### src/rtl/alu_issue_if.sv
// alu_issue_if: request/response handshake bundle for alu_issue.
//   req_valid/req_ready      request handshake
//   req_opcode, req_a, req_b operation code and operands
//   rsp_valid/rsp_ready      response handshake
//   rsp_hi, rsp_lo, rsp_err  captured result and reject flag
// Modports: master = control unit side, slave = alu_issue side.
interface alu_issue_if;
  logic        req_valid;
  logic        req_ready;
  logic [4:0]  req_opcode;
  logic [31:0] req_a;
  logic [31:0] req_b;
  logic        rsp_valid;
  logic        rsp_ready;
  logic [31:0] rsp_hi;
  logic [31:0] rsp_lo;
  logic        rsp_err;

  modport master (
    output req_valid, req_opcode, req_a, req_b, rsp_ready,
    input  req_ready, rsp_valid, rsp_hi, rsp_lo, rsp_err
  );

  modport slave (
    input  req_valid, req_opcode, req_a, req_b, rsp_ready,
    output req_ready, rsp_valid, rsp_hi, rsp_lo, rsp_err
  );
endinterface

### src/rtl/alu_issue.sv
// alu_issue: operation sequencer and result collector for the combinational ALU.
// Accepts one request at a time, drives the ALU operand/opcode inputs, waits a
// per-class settle time, captures the 64-bit ALU result into HI/LO and presents
// it on a response handshake.
//
// Ports:
//   clk         clock, rising edge
//   clr         synchronous active-high reset
//   bus         alu_issue_if.slave: req_* in, req_ready out, rsp_* out, rsp_ready in
//   alu_y/alu_b operands to ALU Y_reg / B_reg
//   alu_opcode  opcode to ALU
//   alu_c       64-bit ALU result C_reg
//   busy        high whenever not idle
//
// Optional feature: define ALU_ISSUE_OPCHK_EN to reject opcodes 11011-11111 at
// accept (complete immediately with rsp_err=1). Undefined: rsp_err is tied 0.
module alu_issue #(
  parameter int unsigned ALU_WAIT    = 1,
  parameter int unsigned MULDIV_WAIT = 4
) (
  input  logic               clk,
  input  logic               clr,
  alu_issue_if.slave         bus,
  output logic [31:0]        alu_y,
  output logic [31:0]        alu_b,
  output logic [4:0]         alu_opcode,
  input  logic [63:0]        alu_c,
  output logic               busy
);

  localparam logic [4:0] OpMul  = 5'b01110;
  localparam logic [4:0] OpDiv  = 5'b01111;
  localparam logic [4:0] OpNop  = 5'b11001;
  localparam logic [4:0] OpHalt = 5'b11010;

  // Counter counts N-1 down to 0, so WAIT lasts exactly N cycles.
  localparam logic [3:0] AluLoad    = 4'(ALU_WAIT - 1);
  localparam logic [3:0] MulDivLoad = 4'(MULDIV_WAIT - 1);

  typedef enum logic [1:0] {StIdle, StWait, StResp} state_e;

  state_e      state_q, state_d;
  logic [3:0]  cnt_q, cnt_d;
  logic [31:0] y_q, y_d;
  logic [31:0] b_q, b_d;
  logic [4:0]  op_q, op_d;
  logic [31:0] hi_q, hi_d;
  logic [31:0] lo_q, lo_d;
  // Holds req_ready low until the first edge after clr deasserts.
  logic        init_q;

`ifdef ALU_ISSUE_OPCHK_EN
  logic        err_q, err_d;
  logic        reject;
`endif

  logic accept;
  logic is_imm;
  logic is_muldiv;

  assign bus.req_ready = (state_q == StIdle) && init_q;
  assign accept        = bus.req_valid && bus.req_ready;
  assign is_imm        = (bus.req_opcode == OpNop) || (bus.req_opcode == OpHalt);
  assign is_muldiv     = (bus.req_opcode == OpMul) || (bus.req_opcode == OpDiv);

`ifdef ALU_ISSUE_OPCHK_EN
  assign reject = (bus.req_opcode >= 5'b11011);
`endif

  always_comb begin
    state_d = state_q;
    cnt_d   = cnt_q;
    y_d     = y_q;
    b_d     = b_q;
    op_d    = op_q;
    hi_d    = hi_q;
    lo_d    = lo_q;
`ifdef ALU_ISSUE_OPCHK_EN
    err_d   = err_q;
`endif

    unique case (state_q)
      StIdle: begin
        if (accept) begin
          if (is_imm) begin
            hi_d    = '0;
            lo_d    = '0;
`ifdef ALU_ISSUE_OPCHK_EN
            err_d   = 1'b0;
`endif
            state_d = StResp;
`ifdef ALU_ISSUE_OPCHK_EN
          end else if (reject) begin
            hi_d    = '0;
            lo_d    = '0;
            err_d   = 1'b1;
            state_d = StResp;
`endif
          end else begin
            y_d     = bus.req_a;
            b_d     = bus.req_b;
            op_d    = bus.req_opcode;
            cnt_d   = is_muldiv ? MulDivLoad : AluLoad;
            state_d = StWait;
          end
        end
      end
      StWait: begin
        if (cnt_q == 4'd0) begin
          hi_d    = alu_c[63:32];
          lo_d    = alu_c[31:0];
`ifdef ALU_ISSUE_OPCHK_EN
          err_d   = 1'b0;
`endif
          state_d = StResp;
        end else begin
          cnt_d = cnt_q - 4'd1;
        end
      end
      StResp: begin
        if (bus.rsp_ready) begin
          state_d = StIdle;
        end
      end
      default: state_d = StIdle;
    endcase
  end

  always_ff @(posedge clk) begin
    if (clr) begin
      state_q <= StIdle;
      cnt_q   <= '0;
      y_q     <= '0;
      b_q     <= '0;
      op_q    <= OpNop;
      hi_q    <= '0;
      lo_q    <= '0;
      init_q  <= 1'b0;
`ifdef ALU_ISSUE_OPCHK_EN
      err_q   <= 1'b0;
`endif
    end else begin
      state_q <= state_d;
      cnt_q   <= cnt_d;
      y_q     <= y_d;
      b_q     <= b_d;
      op_q    <= op_d;
      hi_q    <= hi_d;
      lo_q    <= lo_d;
      init_q  <= 1'b1;
`ifdef ALU_ISSUE_OPCHK_EN
      err_q   <= err_d;
`endif
    end
  end

  assign alu_y         = y_q;
  assign alu_b         = b_q;
  assign alu_opcode    = op_q;
  assign bus.rsp_valid = (state_q == StResp);
  assign bus.rsp_hi    = hi_q;
  assign bus.rsp_lo    = lo_q;
  assign busy          = (state_q != StIdle);

`ifdef ALU_ISSUE_OPCHK_EN
  assign bus.rsp_err = err_q;
`else
  assign bus.rsp_err = 1'b0;
`endif

endmodule

### src/flat_wrapper.sv
// flat-port wrapper written by rule: the top's interface ports become plain ports
module alu_issue_flat 
#(
  parameter int unsigned ALU_WAIT    = 1,
  parameter int unsigned MULDIV_WAIT = 4
)
  (clk, clr, alu_y, alu_b, alu_opcode, alu_c, busy, bus_req_valid, bus_req_opcode, bus_req_a, bus_req_b, bus_rsp_ready, bus_req_ready, bus_rsp_valid, bus_rsp_hi, bus_rsp_lo, bus_rsp_err);
  alu_issue_if bus_i ();
  input  logic clk;
  input  logic clr;
  output logic [31:0] alu_y;
  output logic [31:0] alu_b;
  output logic [4:0] alu_opcode;
  input  logic [63:0] alu_c;
  output logic busy;
  input wire logic [$bits(bus_i.req_valid)-1:0] bus_req_valid;
  input wire logic [$bits(bus_i.req_opcode)-1:0] bus_req_opcode;
  input wire logic [$bits(bus_i.req_a)-1:0] bus_req_a;
  input wire logic [$bits(bus_i.req_b)-1:0] bus_req_b;
  input wire logic [$bits(bus_i.rsp_ready)-1:0] bus_rsp_ready;
  output wire logic [$bits(bus_i.req_ready)-1:0] bus_req_ready;
  output wire logic [$bits(bus_i.rsp_valid)-1:0] bus_rsp_valid;
  output wire logic [$bits(bus_i.rsp_hi)-1:0] bus_rsp_hi;
  output wire logic [$bits(bus_i.rsp_lo)-1:0] bus_rsp_lo;
  output wire logic [$bits(bus_i.rsp_err)-1:0] bus_rsp_err;
  assign bus_i.req_valid = bus_req_valid;
  assign bus_i.req_opcode = bus_req_opcode;
  assign bus_i.req_a = bus_req_a;
  assign bus_i.req_b = bus_req_b;
  assign bus_i.rsp_ready = bus_rsp_ready;
  assign bus_req_ready = bus_i.req_ready;
  assign bus_rsp_valid = bus_i.rsp_valid;
  assign bus_rsp_hi = bus_i.rsp_hi;
  assign bus_rsp_lo = bus_i.rsp_lo;
  assign bus_rsp_err = bus_i.rsp_err;
  alu_issue #(.ALU_WAIT(ALU_WAIT), .MULDIV_WAIT(MULDIV_WAIT)) u_core (.clk(clk), .clr(clr), .bus(bus_i), .alu_y(alu_y), .alu_b(alu_b), .alu_opcode(alu_opcode), .alu_c(alu_c), .busy(busy));
endmodule
### config.mk
export PLATFORM = sky130hd
export DESIGN_NAME = alu_issue_flat
export DESIGN_NICKNAME = d
export VERILOG_FILES = /design/src/rtl/alu_issue_if.sv /design/src/rtl/alu_issue.sv /design/src/flat_wrapper.sv
export SDC_FILE = /design/constraint.sdc
export NUM_CORES = 1
export LEC_CHECK = 0
export CAP_MARGIN = 20
export CORE_MARGIN = 5
export CORE_UTILIZATION = 36
export CTS_CLUSTER_DIAMETER = 80
export DETAILED_ROUTE_END_ITERATION = 8
export GPL_TIMING_DRIVEN = 0
export PLACE_DENSITY_LB_ADDON = 0.05
export SYNTH_ARGS = -nofsm -noshare
export SYNTH_HDL_FRONTEND = slang
export SYNTH_SLANG_ARGS = --single-unit
### constraint.sdc
create_clock -name clk -period 1.8 [get_ports clk]
set_input_delay 0.36 -clock clk [delete_from_list [all_inputs] [get_ports clk]]
set_output_delay 0.36 -clock clk [all_outputs]
set_load 0.01 [all_outputs]
==> results.ini <==
[global_routing]
grt_pass1_wl_mm=30.0
grt_max_degree=17
grt_antenna_before_repair=0
grt_pass1_vias=6020
grtUsageTotal=0.211
grt-ovfl-total=0

[placement]
dp_slack_ps=-512
port_buffers=271
dp_hpwl_mm=14.5
gp_congestion=0.798

[sta]
finalHoldViolCount=0
worst_slew_margin_rel=0.624
worstMarginPinSlew_ps=565
min_period_over_period=0.964
setup_viol_count_final=0
layout_min_cycle_time_ps=1740
slew_viol_final=0
max_freq_ghz=0.576
rsz0062_at_grt=yes
hold_ws_ps=323
finalWorstSetupSlack_ps=64.4
fin_worst_skew_ps=6.30

[synthesis]
yosys.area.top_type_share=0.517
netlist_instances=647
syn-num-nets=785
synth_top_family_by_area=compound AO/OA/AOI/OAI gates
synthDistinctLibCells=33
yosys.area_share.adder=0.00231
ys.warnings.count=0
synthSimpleGateAreaFrac=0.188
yosys.area_share.xor_xnor=0.00161
ys_seq_area_frac=0.517
muxShareOfSynthArea=0.00185
avgSynthCellArea_um2=8.39
yosysTopAreaCell=dfxtp_1
synth_compound_area_frac=0.220
syn-cell-area_um2=5430
synth-seq-cells=140
synth.area.top_cells=dfxtp_1 52%, a21oi_1 12%, nand2_1 9.8%, o211ai_1 8.9%, nand3_1 6.2%

[detailed_routing]
first_pass_iters=5
first_iter_violations=216
drc=0
wirelength_mm=19.1
vias=5740
wire_per_inst_um=16.8
avgViaCountPerCell=5.06
ant_nets=0

[floorplanning]
die_h_um=133
die-area_um2=17600
initial_core_util=0.370
core_um2=14600
rows=44
ioPinCount=274
dieWidth_um=133

[finish]
final_cell_mix=267 x clkdlybuf4s50_1, 140 x nand2_1, 140 x dfxtp_1, 134 x a21oi_1, 67 x nand3_1
nets=1079
layout_commonest_cell=clkdlybuf4s50_1
syn2layout_area_growth_pct=66.2
antenna_cells=0
drive_gt1_frac=0.0978

[setup_path]
cp_max_fo=10
crit_type=in2reg
crit_chain=clkdlybuf4s50_1, nand3b_1, or3_4, buf_6, buf_2, nand3_1, a21oi_1
cp_data_arrival_time_ps=2020
cp-start-kind=input port
cp_slowest_cell=clkdlybuf4s50_1
required_ps=2080
max_stage_delay_ps=460
cp-end-kind=flip-flop

[flow_run]
cap_violations=0

[run_status]
status=finished clean

[power]
ir_drop_v=0.000570
p_leak_nw=3.18
power-per-cell-area_nw_per_um2=863
power_w=0.00778

[clock_network]
clockRootBuffer=clkbuf_16
cts_tree=done
clock_latency_ps=420
cts_hold_buffers=0
clk_pin_slew_ps=60
cts_sinks=140
htreeDepth=4
cts-buffers-inserted=17
clockBufferDepth=2

[min_path]
worstHoldPathType=in2reg

-- report_power, final --
part           leakage, nW  switching (W)  internal [W]  total [W]
logic                 1.77       0.000561      0.000683    0.00124
clock network        0.266        0.00124       0.00197    0.00321
registers             1.14      0.0000784       0.00325    0.00332
total                 3.18        0.00188       0.00590    0.00778
-- critical path: cells and delay by family --
kind,cells,cell delay [ps]
AO/OA/AOI/OAI,1,70
buffers and inverters,3,810
AND/OR/NAND/NOR,3,770
-- area by class of cell --
class                      instances  area [um2]
buffer                            65         404
clock buffer                      21         470
clock inverter                     8        70.1
fill                            1266        5630
inverter                           4        15.0
multi-input combinational        437        2280
sequential                       140        2800
tap                              184         230
timing repair buffer             276        2740
-- cell usage after synthesis --
master     instances
dfxtp_1          140
nand4bb_4          1
nor4_1             1
nand2_1          141
xnor2_1            1
ha_1               1
nand3b_1           1
nor2_1             4
o21ba_2            1
a21oi_1          134
mux2i_1            1
or4_1              1
buf_1              1
a311oi_1           1
a31oi_1            2
buf_6              8
o21bai_1           1
clkbuf_1          25
buf_4              3
or3_1              2
nor3_4             1
buf_2             29
inv_1              4
or2_2              1
nand4b_1           1
o211ai_1          64
nor3_1             2
o22ai_1            1
nand2b_1           3
nor3b_1            1
nand3_1           67
conb_1             1
nor2b_1            2
-- metal layers --
metal / routed length [um] / part of all wire / global-route usage
met1: 7200 / 0.38 / 0.216
met2: 9650 / 0.51 / 0.377
met3: 1860 / 0.097 / 0.0945
met4: 378 / 0.020 / 0.0791
met5: 0 / 0 / 0
-- state kept, by name (all words and copies together), names as in the netlist --
name and cells:
u_core.alu_b 32, u_core.alu_y 32, u_core.bus.rsp_hi 32, u_core.bus.rsp_lo 32
u_core.alu_opcode 5, u_core.cnt_q 4, u_core.state_q 2, u_core.init_q 1
-- cell families (layout without fill, tap and decap cells) --
family,after synthesis,after routing
compound gates,204,204
xor+xnor,1,1
fa+ha+maj,1,1
buf+inv,70,374
flops,140,140
mux,1,1
other cells,1,1
simple gates,229,229
-- through the flow --
step	instances	TNS (ps)	utilization	area, um2
3_3_place_gp	1102	-48800	0.571	8370
5_1_grt	1135	-32.5	0.616	9020
4_1_cts	1134	0	0.613	8980
2_1_floorplan	647	0	-	5430
6_report	1135	0	0.616	9020
3_5_place_dp	1102	-54410	0.571	8370
-- final timing paths --
kind	endpoint	depth (start not counted)	slack, ps	start
max	u_core.bus.rsp_hi[27]	7	60	bus_req_opcode[2]
min reg2reg	u_core.alu_b[16]	2	450	u_core.alu_b[16]
min	u_core.alu_opcode[1]	3	320	bus_req_opcode[1]
max reg2reg	u_core.bus.rsp_hi[2]	7	90	u_core.cnt_q[0]
-- timing repair --
item	in CTS	in global routing
hold endpoints to repair	0	0
resized for setup	22	29
setup buffers	3	1
pin swaps	1	4
cloned	0	1
endpoints found under the setup margin	74	115
No activity file was read; power rests on OpenSTA's default activity.
